### src/rtl/serial_subtractor_pkg.sv
// Shared types and constants for the bit-serial subtractor.
package serial_sub_pkg;

  typedef enum logic [1:0] {
    IDLE  = 2'd0,
    SHIFT = 2'd1,
    DONE  = 2'd2
  } sub_state_t;

  localparam int DEFAULT_WIDTH = 8;

endpackage

### src/rtl/serial_subtractor_if.sv
// Controller-to-datapath bundle for the bit-serial subtractor.
// Handshake: start is taken on a rising edge only while the datapath is idle
// (busy=0, done=0); a/b are captured on that edge; done pulses once when
// diff/borrow_out/overflow become valid, and those hold until the next done.
interface serial_subtractor_if #(
  parameter int WIDTH = 8
) ();
  logic             start;
  logic [WIDTH-1:0] a;
  logic [WIDTH-1:0] b;
  logic             busy;
  logic             done;
  logic [WIDTH-1:0] diff;
  logic             borrow_out;
  logic             overflow;

  modport master (
    output start, a, b,
    input  busy, done, diff, borrow_out, overflow
  );

  modport slave (
    input  start, a, b,
    output busy, done, diff, borrow_out, overflow
  );
endinterface

### src/rtl/serial_subtractor_cell.sv
// One-bit full-subtractor cell: D = X - Y - Bin, Bout set when that goes negative.
module full_subtractor_s (
  input  logic X,
  input  logic Y,
  input  logic Bin,
  output logic D,
  output logic Bout
);
  assign D    = X ^ Y ^ Bin;
  assign Bout = (~X & (Y | Bin)) | (Y & Bin);
endmodule

### src/rtl/serial_subtractor.sv
// Bit-serial a - b, LSB first, one bit per clock through a single subtractor cell.
module serial_subtractor
  import serial_sub_pkg::*;
#(
  parameter int WIDTH = DEFAULT_WIDTH
) (
  input  logic                  clk,
  input  logic                  reset_n,
  serial_subtractor_if.slave    sub,
  output sub_state_t            state_dbg
);
  localparam int CW = $clog2(WIDTH) + 1;

  sub_state_t       state_q, state_d;
  logic [CW-1:0]    cnt_q, cnt_d;
  logic [WIDTH-1:0] a_sh_q, a_sh_d;
  logic [WIDTH-1:0] b_sh_q, b_sh_d;
  logic [WIDTH-1:0] diff_sh_q, diff_sh_d;
  logic             borrow_q, borrow_d;
  logic [WIDTH-1:0] diff_q, diff_d;
  logic             borrow_out_q, borrow_out_d;
  logic             overflow_q, overflow_d;
  logic             d_bit, bout_bit;

  full_subtractor_s u_cell (
    .X    (a_sh_q[0]),
    .Y    (b_sh_q[0]),
    .Bin  (borrow_q),
    .D    (d_bit),
    .Bout (bout_bit)
  );

  always_comb begin
    state_d      = state_q;
    cnt_d        = cnt_q;
    a_sh_d       = a_sh_q;
    b_sh_d       = b_sh_q;
    diff_sh_d    = diff_sh_q;
    borrow_d     = borrow_q;
    diff_d       = diff_q;
    borrow_out_d = borrow_out_q;
    overflow_d   = overflow_q;
    unique case (state_q)
      IDLE: begin
        if (sub.start) begin
          a_sh_d    = sub.a;
          b_sh_d    = sub.b;
          borrow_d  = 1'b0;
          cnt_d     = '0;
          diff_sh_d = '0;
          state_d   = SHIFT;
        end
      end
      SHIFT: begin
        diff_sh_d = {d_bit, diff_sh_q[WIDTH-1:1]};
        borrow_d  = bout_bit;
        a_sh_d    = a_sh_q >> 1;
        b_sh_d    = b_sh_q >> 1;
        cnt_d     = cnt_q + CW'(1);
        if (cnt_q == CW'(WIDTH - 1)) begin
          diff_d       = {d_bit, diff_sh_q[WIDTH-1:1]};
          borrow_out_d = bout_bit;
          // Signed overflow: borrow into the MSB differs from borrow out of it.
          overflow_d   = borrow_q ^ bout_bit;
          state_d      = DONE;
        end
      end
      DONE:    state_d = IDLE;
      default: state_d = IDLE;
    endcase
  end

  always_ff @(posedge clk or negedge reset_n) begin
    if (!reset_n) begin
      state_q      <= IDLE;
      cnt_q        <= '0;
      a_sh_q       <= '0;
      b_sh_q       <= '0;
      diff_sh_q    <= '0;
      borrow_q     <= 1'b0;
      diff_q       <= '0;
      borrow_out_q <= 1'b0;
      overflow_q   <= 1'b0;
    end else begin
      state_q      <= state_d;
      cnt_q        <= cnt_d;
      a_sh_q       <= a_sh_d;
      b_sh_q       <= b_sh_d;
      diff_sh_q    <= diff_sh_d;
      borrow_q     <= borrow_d;
      diff_q       <= diff_d;
      borrow_out_q <= borrow_out_d;
      overflow_q   <= overflow_d;
    end
  end

  assign sub.busy       = (state_q == SHIFT);
  assign sub.done       = (state_q == DONE);
  assign sub.diff       = diff_q;
  assign sub.borrow_out = borrow_out_q;
  assign sub.overflow   = overflow_q;
  assign state_dbg      = state_q;

endmodule

### src/flat_wrapper.sv
// flat-port wrapper written by rule: the top's interface ports become plain ports
module serial_subtractor_flat import serial_sub_pkg::*;
#(
  parameter int WIDTH = DEFAULT_WIDTH
)
  (clk, reset_n, state_dbg, sub_start, sub_a, sub_b, sub_busy, sub_done, sub_diff, sub_borrow_out, sub_overflow);
  serial_subtractor_if #(.WIDTH(WIDTH)) sub_i ();
  input  logic clk;
  input  logic reset_n;
  output sub_state_t state_dbg;
  input wire logic [$bits(sub_i.start)-1:0] sub_start;
  input wire logic [$bits(sub_i.a)-1:0] sub_a;
  input wire logic [$bits(sub_i.b)-1:0] sub_b;
  output wire logic [$bits(sub_i.busy)-1:0] sub_busy;
  output wire logic [$bits(sub_i.done)-1:0] sub_done;
  output wire logic [$bits(sub_i.diff)-1:0] sub_diff;
  output wire logic [$bits(sub_i.borrow_out)-1:0] sub_borrow_out;
  output wire logic [$bits(sub_i.overflow)-1:0] sub_overflow;
  assign sub_i.start = sub_start;
  assign sub_i.a = sub_a;
  assign sub_i.b = sub_b;
  assign sub_busy = sub_i.busy;
  assign sub_done = sub_i.done;
  assign sub_diff = sub_i.diff;
  assign sub_borrow_out = sub_i.borrow_out;
  assign sub_overflow = sub_i.overflow;
  serial_subtractor #(.WIDTH(WIDTH)) u_core (.clk(clk), .reset_n(reset_n), .sub(sub_i), .state_dbg(state_dbg));
endmodule
### config.mk
export PLATFORM = sky130hd
export DESIGN_NAME = serial_subtractor_flat
export DESIGN_NICKNAME = d
export VERILOG_FILES = /design/src/rtl/serial_subtractor_pkg.sv /design/src/rtl/serial_subtractor_if.sv /design/src/rtl/serial_subtractor_cell.sv /design/src/rtl/serial_subtractor.sv /design/src/flat_wrapper.sv
export SDC_FILE = /design/constraint.sdc
export NUM_CORES = 1
export LEC_CHECK = 0
export ABC_AREA = 1
export CAP_MARGIN = 20
export CELL_PAD_IN_SITES_DETAIL_PLACEMENT = 1
export CELL_PAD_IN_SITES_GLOBAL_PLACEMENT = 1
export CORE_ASPECT_RATIO = 0.5
export CORE_MARGIN = 2
export CORE_UTILIZATION = 41
export DETAILED_ROUTE_END_ITERATION = 7
export MAX_ROUTING_LAYER = met4
export PLACE_DENSITY_LB_ADDON = 0.2
export SETUP_SLACK_MARGIN = 0.4
export SYNTH_ARGS = -nofsm -noshare
export SYNTH_HDL_FRONTEND = slang
export SYNTH_SLANG_ARGS = --single-unit
### constraint.sdc
create_clock -name clk -period 1.9 [get_ports clk]
set_input_delay 0.19 -clock clk [delete_from_list [all_inputs] [get_ports clk]]
set_output_delay 0.19 -clock clk [all_outputs]
set_load 0.1 [all_outputs]
==> results of run 1 <==
path summary, 6_finish.rpt:
path | startpoint | cells past startpoint | slack, ns | end
max in group asynchronous | reset_n | 3 | 1.13 | u_core.state_dbg[1]
hold reg to reg | u_core.sub.diff[0] | 2 | 0.49 | u_core.sub.diff[0]
setup / recovery | u_core.state_dbg[1] | 4 | 0.46 | sub_busy
min in group clk | sub_a[7] | 3 | 0.43 | u_core.a_sh_q[7]
hold / removal | reset_n | 2 | 0.24 | u_core.a_sh_q[3]
setup reg to reg | u_core.state_dbg[1] | 6 | 0.51 | u_core.sub.diff[2]
metal layers:
layer  up-vias  wire length [µm]  track usage [%]
met1       730              1943            26.75
met2        29              1999            32.75
met4         0                45            5.634
li1        713                 -                -
met3         6               188            5.856
met5         -                 0                -
flip-flops by register name, summed over array words and instances, names as in the netlist:
signal                 count
u_core.diff_sh_q           7
u_core.state_dbg           2
u_core.cnt_q               4
u_core.borrow_q            1
u_core.sub.diff            8
u_core.a_sh_q              8
u_core.sub.borrow_out      1
u_core.b_sh_q              8
u_core.sub.overflow        1
worst max-delay path, cell delays in order, from the launching register on:
cell and delay (ns):
sky130_fd_sc_hd__dfrtp_4 0.51, sky130_fd_sc_hd__inv_6 0.10, sky130_fd_sc_hd__nand2_8 0.08, sky130_fd_sc_hd__inv_16 0.10, sky130_fd_sc_hd__buf_16 0.17
cell usage in the layout (no fill, tap or decap), types with 3 or more instances in the layout:
| cell | count |
|---|---|
| sky130_fd_sc_hd__dfrtp_1 | 38 |
| sky130_fd_sc_hd__nor2_4 | 3 |
| sky130_fd_sc_hd__nand2_1 | 81 |
| sky130_fd_sc_hd__clkdlybuf4s50_1 | 17 |
| sky130_fd_sc_hd__inv_1 | 3 |
| sky130_fd_sc_hd__nor2_1 | 3 |
| sky130_fd_sc_hd__clkbuf_8 | 6 |
| sky130_fd_sc_hd__buf_4 | 18 |
| sky130_fd_sc_hd__nand3_1 | 43 |
stage by stage:
step                std cells  setup slack [ns]  util [%]
floorplan                 196            0.4142         -
global placement          278            0.4239     52.59
CTS                       290            0.4322     56.31
detailed placement        278            0.3675     52.59
finish                    290            0.4573     56.56
global route              290            0.4026     56.56
area by class of cell:
class                      count  area share (%)
timing repair buffer          39           16.24
multi-input combinational    143           30.22
sequential                    40           44.42
tap                           54           2.983
clock buffer                   8           3.978
inverter                       5           1.768
timing repair inverter         1          0.3867
power groups by stage:
stage / sequential [µW] / combinational [µW] / clock, µW
2_1_floorplan: 2310 / 946 / 0
3_3_place_gp: 1500 / 2200 / 0
3_5_place_dp: 1520 / 2260 / 0
4_1_cts: 1520 / 2380 / 597
5_1_grt: 1580 / 2590 / 649
6_report: 1520 / 2390 / 586
kinds of logic after synthesis:
kind of cell             count (synthesis)  share of synthesized area (%)
XOR/XNOR                                 1                         0.5012
flip-flops                              40                          57.27
AND/OR/NAND/NOR                        135                          34.22
AO/OA/AOI/OAI                            5                          1.646
buffers and inverters                   13                          4.509
adder cells (fa/ha/maj)                  2                          1.861
timing repair:
| action | in CTS | in global routing |
|---|---|---|
| hold buffers | 1 | 0 |
| cloned | 1 | 0 |
| setup buffers | 2 | 0 |
| gates resized for setup | 6 | 2 |
| setup endpoints to repair | 11 | 1 |
| endpoints found under the hold margin | 17 | 0 |
==> impl_metrics.prom, run 1 <==
# TYPE chip_impl_metric gauge
chip_impl_info{name="crit_path_start_kind",value="flop"} 1
chip_impl_metric{name="timing.final.hold_violations",unit=""} 0
chip_impl_metric{name="fin_worst_skew",unit="ns"} 0.005519
chip_impl_metric{name="num_cts_buffers",unit=""} 5
chip_impl_info{name="min-delay-path-class",value="in -> async"} 1
chip_impl_metric{name="dr_total_vias",unit=""} 1478
chip_impl_metric{name="cts-root-to-sink-buffers",unit=""} 2
chip_impl_metric{name="power.share.combinational",unit="%"} 53.1
chip_impl_metric{name="yosysUniqueCellTypes",unit=""} 23
chip_impl_metric{name="pwr_density_cell",unit="nW/µm²"} 1986
chip_impl_metric{name="register_area",unit="µm²"} 1006
chip_impl_metric{name="yosysTopAreaCellShare",unit="%"} 57.27
chip_impl_metric{name="seqPwrFrac",unit="%"} 33.9
chip_impl_info{name="worst_setup_path_end_kind",value="primary output"} 1
chip_impl_metric{name="max-cap-violations",unit=""} 0
chip_impl_metric{name="boundaryPins",unit=""} 33
chip_impl_metric{name="worst_skew_pair_later_pin_latency",unit="ns"} 0.29
chip_impl_metric{name="global_route_wire_length_before_repair",unit="µm"} 7231
chip_impl_info{name="synth_top_flop_cell",value="sky130_fd_sc_hd__dfrtp_1"} 1
chip_impl_metric{name="synthesis.yosys.warnings",unit=""} 0
chip_impl_metric{name="grt_max_degree",unit=""} 28
chip_impl_info{name="synth.most_common_cell",value="sky130_fd_sc_hd__nand2_1"} 1
chip_impl_metric{name="design.die.area",unit="µm²"} 4833
chip_impl_info{name="run_status",value="completed"} 1
chip_impl_metric{name="switching_share",unit="%"} 51.40
chip_impl_metric{name="drtPass1Iterations",unit=""} 4
chip_impl_metric{name="start_util",unit="%"} 43.66
chip_impl_metric{name="grt_overflow",unit=""} 0
chip_impl_metric{name="postSynthNetCount",unit=""} 217
chip_impl_metric{name="internal_power",unit="µW"} 2186
chip_impl_metric{name="syn_inst",unit=""} 196
chip_impl_info{name="synth_largest_area_cell",value="sky130_fd_sc_hd__dfrtp_1"} 1
chip_impl_metric{name="vias_per_cell",unit=""} 5.097
chip_impl_metric{name="ir_worst_vdd",unit="V"} 0.0007451
chip_impl_info{name="setup_repair_after_global_routing_missed_its_margin",value="no"} 1
chip_impl_metric{name="areaGrowthSynthToFinish",unit="%"} 29.56
chip_impl_metric{name="footprint_of_the_multi_input_gates",unit="µm²"} 684.4
chip_impl_metric{name="netlist_area",unit="µm²"} 1748
chip_impl_metric{name="number_of_filler_cells_placed_in_the_layout",unit=""} 488
chip_impl_metric{name="setup_viol",unit=""} 0
chip_impl_metric{name="worst_ep_required_time",unit="ns"} 1.71
chip_impl_metric{name="final-max-slew-violation-count",unit=""} 0
chip_impl_metric{name="final_cell_area",unit="µm²"} 2265
chip_impl_metric{name="grt.total_usage",unit="%"} 20.81
chip_impl_metric{name="slew_headroom",unit="%"} 73.95
chip_impl_info{name="ys_top_cells_by_count",value="sky130_fd_sc_hd__nand2_1, sky130_fd_sc_hd__nand3_1, sky130_fd_sc_hd__dfrtp_1"} 1
chip_impl_metric{name="initial_antenna_violation_count",unit=""} 0
chip_impl_metric{name="dp_hpwl",unit="µm"} 2779
chip_impl_metric{name="core_area",unit="µm²"} 4004
chip_impl_metric{name="die_x",unit="µm"} 96.34
chip_impl_metric{name="antennaDiodeCount",unit=""} 0
chip_impl_metric{name="cp.arrival",unit="ns"} 1.25
chip_impl_metric{name="io_buffers",unit=""} 32
chip_impl_metric{name="vias_in_the_first_global_route",unit=""} 1518
chip_impl_metric{name="htree_num_levels",unit=""} 2
chip_impl_metric{name="sequential_share_of_the_synthesized_area",unit="%"} 57.27
chip_impl_metric{name="critPathMaxFanout",unit=""} 13
chip_impl_metric{name="power.clock.fraction",unit="%"} 13.0
chip_impl_metric{name="period_needed",unit="ns"} 1.443
chip_impl_metric{name="place.gp.congestion",unit=""} 0.7471
chip_impl_metric{name="final_min_period_over_clock_period",unit="%"} 75.93
chip_impl_metric{name="drt_first_iter_violations",unit=""} 37
chip_impl_metric{name="final_layout_size_suffix_gt1_share",unit="%"} 16.53
chip_impl_metric{name="postSynthAreaPerCell",unit="µm²"} 8.918
chip_impl_metric{name="p_sw",unit="µW"} 2312
chip_impl_metric{name="drt.antenna.violating_nets",unit=""} 0
chip_impl_info{name="yosys-top-cells-area",value="sky130_fd_sc_hd__dfrtp_1, sky130_fd_sc_hd__nand2_1, sky130_fd_sc_hd__nand3_1, sky130_fd_sc_hd__buf_6, sky130_fd_sc_hd__nand2_4"} 1
chip_impl_metric{name="nNetsFinal",unit=""} 256
chip_impl_metric{name="worst_hold_slack",unit="ns"} 0.2351
chip_impl_info{name="tritoncts",value="done"} 1
chip_impl_metric{name="max_clock_freq",unit="GHz"} 0.6932
chip_impl_metric{name="static-leakage-power",unit="µW"} 0.001115
chip_impl_metric{name="floorplan.rows",unit=""} 16
chip_impl_metric{name="post_detailed_route_wirelength_per_cell",unit="µm"} 14.40
chip_impl_metric{name="number_of_synthesized_flops_with_an_enable_pin",unit=""} 0
chip_impl_metric{name="dieHeight",unit="µm"} 50.17
chip_impl_metric{name="clock_sinks",unit=""} 40
chip_impl_metric{name="asyncSetResetFlopFracSynth",unit="%"} 100.0
chip_impl_metric{name="placedInstanceArea",unit="µm²"} 2106
chip_impl_metric{name="tightest_slew",unit="ns"} 0.3898
chip_impl_metric{name="fin_total_pwr",unit="µW"} 4497
chip_impl_info{name="cts-root-buf",value="sky130_fd_sc_hd__clkbuf_8"} 1
chip_impl_metric{name="drt-total-wl",unit="µm"} 4176
chip_impl_metric{name="synth-seq-cells",unit=""} 40
chip_impl_metric{name="drcViolationCount",unit=""} 0
chip_impl_info{name="critPathKind",value="reg -> out"} 1
chip_impl_metric{name="final.setup.tns",unit="ns"} 0
chip_impl_metric{name="clk_transition_reported_paths",unit="ns"} 0.08
(Power assumes the default switching activity.)
==> run 2, diff against run 1 <==
--- a/config.mk
+++ b/config.mk
@@ -11,7 +11,7 @@
 export CELL_PAD_IN_SITES_GLOBAL_PLACEMENT = 1
 export CORE_ASPECT_RATIO = 0.5
 export CORE_MARGIN = 2
-export CORE_UTILIZATION = 41
+export CORE_UTILIZATION = 38
 export DETAILED_ROUTE_END_ITERATION = 7
 export MAX_ROUTING_LAYER = met4
 export PLACE_DENSITY_LB_ADDON = 0.2
==> constraint.sdc (replaced) <==
create_clock -name clk -period 1.4 [get_ports clk]
set_input_delay 0.14 -clock clk [delete_from_list [all_inputs] [get_ports clk]]
set_output_delay 0.14 -clock clk [all_outputs]
set_load 0.1 [all_outputs]
==> impl_metrics.prom, run 2 (synthesis results as in run 1) <==
# TYPE chip_impl_metric gauge
chip_impl_metric{name="period_needed",unit="ns"} 1.367
chip_impl_metric{name="global_route_wire_length_before_repair",unit="µm"} 8666
chip_impl_metric{name="slew_headroom",unit="%"} 65.33
chip_impl_metric{name="start_util",unit="%"} 39.70
chip_impl_metric{name="max_clock_freq",unit="GHz"} 0.7313
chip_impl_metric{name="ir_worst_vdd",unit="V"} 0.001068
chip_impl_metric{name="htree_num_levels",unit=""} 2
chip_impl_metric{name="design.die.area",unit="µm²"} 5191
chip_impl_metric{name="drt.antenna.violating_nets",unit=""} 0
chip_impl_metric{name="hold_path_depth",unit=""} 3
chip_impl_metric{name="antennaDiodeCount",unit=""} 0
chip_impl_info{name="cts-root-buf",value="sky130_fd_sc_hd__clkbuf_8"} 1
chip_impl_info{name="critPathKind",value="reg -> reg"} 1
chip_impl_info{name="worst_r2r_endpoint",value="u_core.cnt_q[0]"} 1
chip_impl_metric{name="worstRegToRegCells",unit=""} 7
chip_impl_metric{name="areaGrowthSynthToFinish",unit="%"} 59.27
chip_impl_metric{name="seqPwrFrac",unit="%"} 29.3
chip_impl_metric{name="number_of_filler_cells_placed_in_the_layout",unit=""} 483
chip_impl_info{name="setup_repair_after_global_routing_missed_its_margin",value="yes"} 1
chip_impl_metric{name="dp_hpwl",unit="µm"} 2753
chip_impl_metric{name="drtPass1Iterations",unit=""} 4
chip_impl_metric{name="worst_ep_required_time",unit="ns"} 1.61
chip_impl_metric{name="power.clock.fraction",unit="%"} 10.7
chip_impl_metric{name="grt_overflow",unit=""} 0
chip_impl_metric{name="post_detailed_route_wirelength_per_cell",unit="µm"} 19.77
chip_impl_metric{name="internal_power",unit="µW"} 3907
chip_impl_info{name="mostFrequentLayoutCell",value="sky130_fd_sc_hd__nand2_1"} 1
chip_impl_metric{name="register_area",unit="µm²"} 1021
chip_impl_metric{name="tightest_slew",unit="ns"} 0.5201
chip_impl_metric{name="grt.total_usage",unit="%"} 23.32
chip_impl_metric{name="floorplan.rows",unit=""} 17
chip_impl_metric{name="grt_max_degree",unit=""} 41
chip_impl_metric{name="drt-total-wl",unit="µm"} 6207
chip_impl_metric{name="switching_share",unit="%"} 49.14
chip_impl_metric{name="worst_hold_slack",unit="ns"} 0.3950
chip_impl_metric{name="cp.arrival",unit="ns"} 1.58
chip_impl_metric{name="footprint_of_the_multi_input_gates",unit="µm²"} 798.3
chip_impl_metric{name="critPathMaxFanout",unit=""} 8
chip_impl_info{name="min-delay-start",value="sub_b[4]"} 1
chip_impl_metric{name="num_cts_buffers",unit=""} 5
chip_impl_metric{name="fin_worst_skew",unit="ns"} 0.009596
chip_impl_metric{name="final.setup.tns",unit="ns"} 0
chip_impl_metric{name="final_min_period_over_clock_period",unit="%"} 97.67
chip_impl_metric{name="pwr_density_cell",unit="nW/µm²"} 2759
chip_impl_metric{name="drt_first_iter_violations",unit=""} 28
chip_impl_metric{name="dr_total_vias",unit=""} 1680
chip_impl_metric{name="setup_slack",unit="ns"} 0.03259
chip_impl_metric{name="power.share.combinational",unit="%"} 60.0
chip_impl_metric{name="nNetsFinal",unit=""} 277
chip_impl_metric{name="fin_total_pwr",unit="µW"} 7682
chip_impl_info{name="crit_path_start_kind",value="flop"} 1
chip_impl_metric{name="io_buffers",unit=""} 32
chip_impl_metric{name="worst_skew_pair_later_pin_latency",unit="ns"} 0.30
chip_impl_metric{name="boundaryPins",unit=""} 33
chip_impl_metric{name="initial_antenna_violation_count",unit=""} 0
chip_impl_metric{name="vias_in_the_first_global_route",unit=""} 1716
chip_impl_metric{name="postLayoutCoreUtil",unit="%"} 63.23
chip_impl_info{name="run_status",value="completed"} 1
chip_impl_metric{name="final_layout_size_suffix_gt1_share",unit="%"} 32.68
chip_impl_metric{name="static-leakage-power",unit="µW"} 0.001291
chip_impl_metric{name="dp_worst_setup_slack",unit="ns"} 0.06662
chip_impl_info{name="tritoncts",value="done"} 1
chip_impl_info{name="hold_path_end",value="u_core.b_sh_q[4]"} 1
chip_impl_metric{name="dieHeight",unit="µm"} 51.96
chip_impl_metric{name="core_area",unit="µm²"} 4403
chip_impl_metric{name="timing.reg2reg.setup_slack",unit="ns"} 0.03
chip_impl_info{name="reg2reg_from",value="u_core.state_dbg[1]"} 1
chip_impl_info{name="layout_common_cells",value="sky130_fd_sc_hd__nand2_1, sky130_fd_sc_hd__nand3_1, sky130_fd_sc_hd__dfrtp_1"} 1
chip_impl_metric{name="final-max-slew-violation-count",unit=""} 0
chip_impl_metric{name="setup_viol",unit=""} 0
chip_impl_metric{name="drcViolationCount",unit=""} 0
chip_impl_metric{name="place.gp.congestion",unit=""} 0.7680
chip_impl_metric{name="max-cap-violations",unit=""} 0
chip_impl_metric{name="clock_sinks",unit=""} 40
chip_impl_metric{name="die_x",unit="µm"} 99.92
chip_impl_metric{name="cts-root-to-sink-buffers",unit=""} 2
chip_impl_metric{name="p_sw",unit="µW"} 3775
chip_impl_info{name="worst_setup_path_end_kind",value="flop"} 1
chip_impl_metric{name="clk_transition_reported_paths",unit="ns"} 0.08
chip_impl_metric{name="vias_per_cell",unit=""} 5.350
chip_impl_metric{name="timing.final.hold_violations",unit=""} 0
chip_impl_info{name="min-delay-path-class",value="in -> reg"} 1
## run 2: cell count changes in the layout (fill, tap and decap cells not counted), sizes merged
| cell | previous run | this run |
|---|---|---|
| inv | 6 | 5 |
| nor2 | 7 | 8 |
| buf | 21 | 42 |
## run 2: power by group through the flow
stage	clock network [µW]	registers, µW	logic, µW
after floorplan	0	3180	1350
final	824	2250	4610
after global routing	870	2300	4820
after detailed placement	0	2180	3610
after global placement	0	2150	3540
after CTS	815	2170	4180
## run 2: worst max-delay path by stage
stage	startpoint	endpoint	slack (ns)	cells past startpoint
6_report	u_core.state_dbg[1]	u_core.cnt_q[0]	0.03	7
5_1_grt	u_core.state_dbg[1]	u_core.a_sh_q[0]	0.02	7
4_1_cts	u_core.state_dbg[1]	sub_done	0.09	4
3_5_place_dp	sub_start	u_core.cnt_q[0]	0.07	5
3_3_place_gp	sub_start	u_core.b_sh_q[6]	0.11	5
2_1_floorplan	u_core.state_dbg[1]	sub_done	0.08	2
## run 2: metrics by stage
step                cells  instance area, µm²
floorplan             196                1803
finish                314                2784
global placement      285                2317
global route          314                2784
detailed placement    285                2317
CTS                   310                2701
## run 2: final cells by class
cell class	count	share of cell area (%)
timing repair buffer	60	27.73
multi-input combinational	144	28.67
sequential	40	36.67
clock buffer	8	3.236
tap	57	2.562
inverter	5	1.124
## run 2: layer usage
metal	GRT usage, %	wire length, µm	up-vias
li1	-	-	755
met1	27.59	2737	853
met2	38.85	2994	51
met3	5.645	287	21
met4	10.50	187	0
met5	-	0	-
## run 2: critical path: stages (launching register included)
cell and delay, ns:
sky130_fd_sc_hd__dfrtp_4 0.51, sky130_fd_sc_hd__inv_6 0.10, sky130_fd_sc_hd__nand2_8 0.07, sky130_fd_sc_hd__inv_8 0.07, sky130_fd_sc_hd__buf_4 0.16, sky130_fd_sc_hd__buf_6 0.14, sky130_fd_sc_hd__nor2_1 0.05, sky130_fd_sc_hd__a21oi_1 0.17
## run 2: timing repair
item,CTS,global route
gates cloned,3,0
setup endpoints to repair,54,54
resized for setup,24,15
buffers inserted,13,4
pin swaps,5,10
hold buffers,1,0
endpoints found under the hold margin,40,0
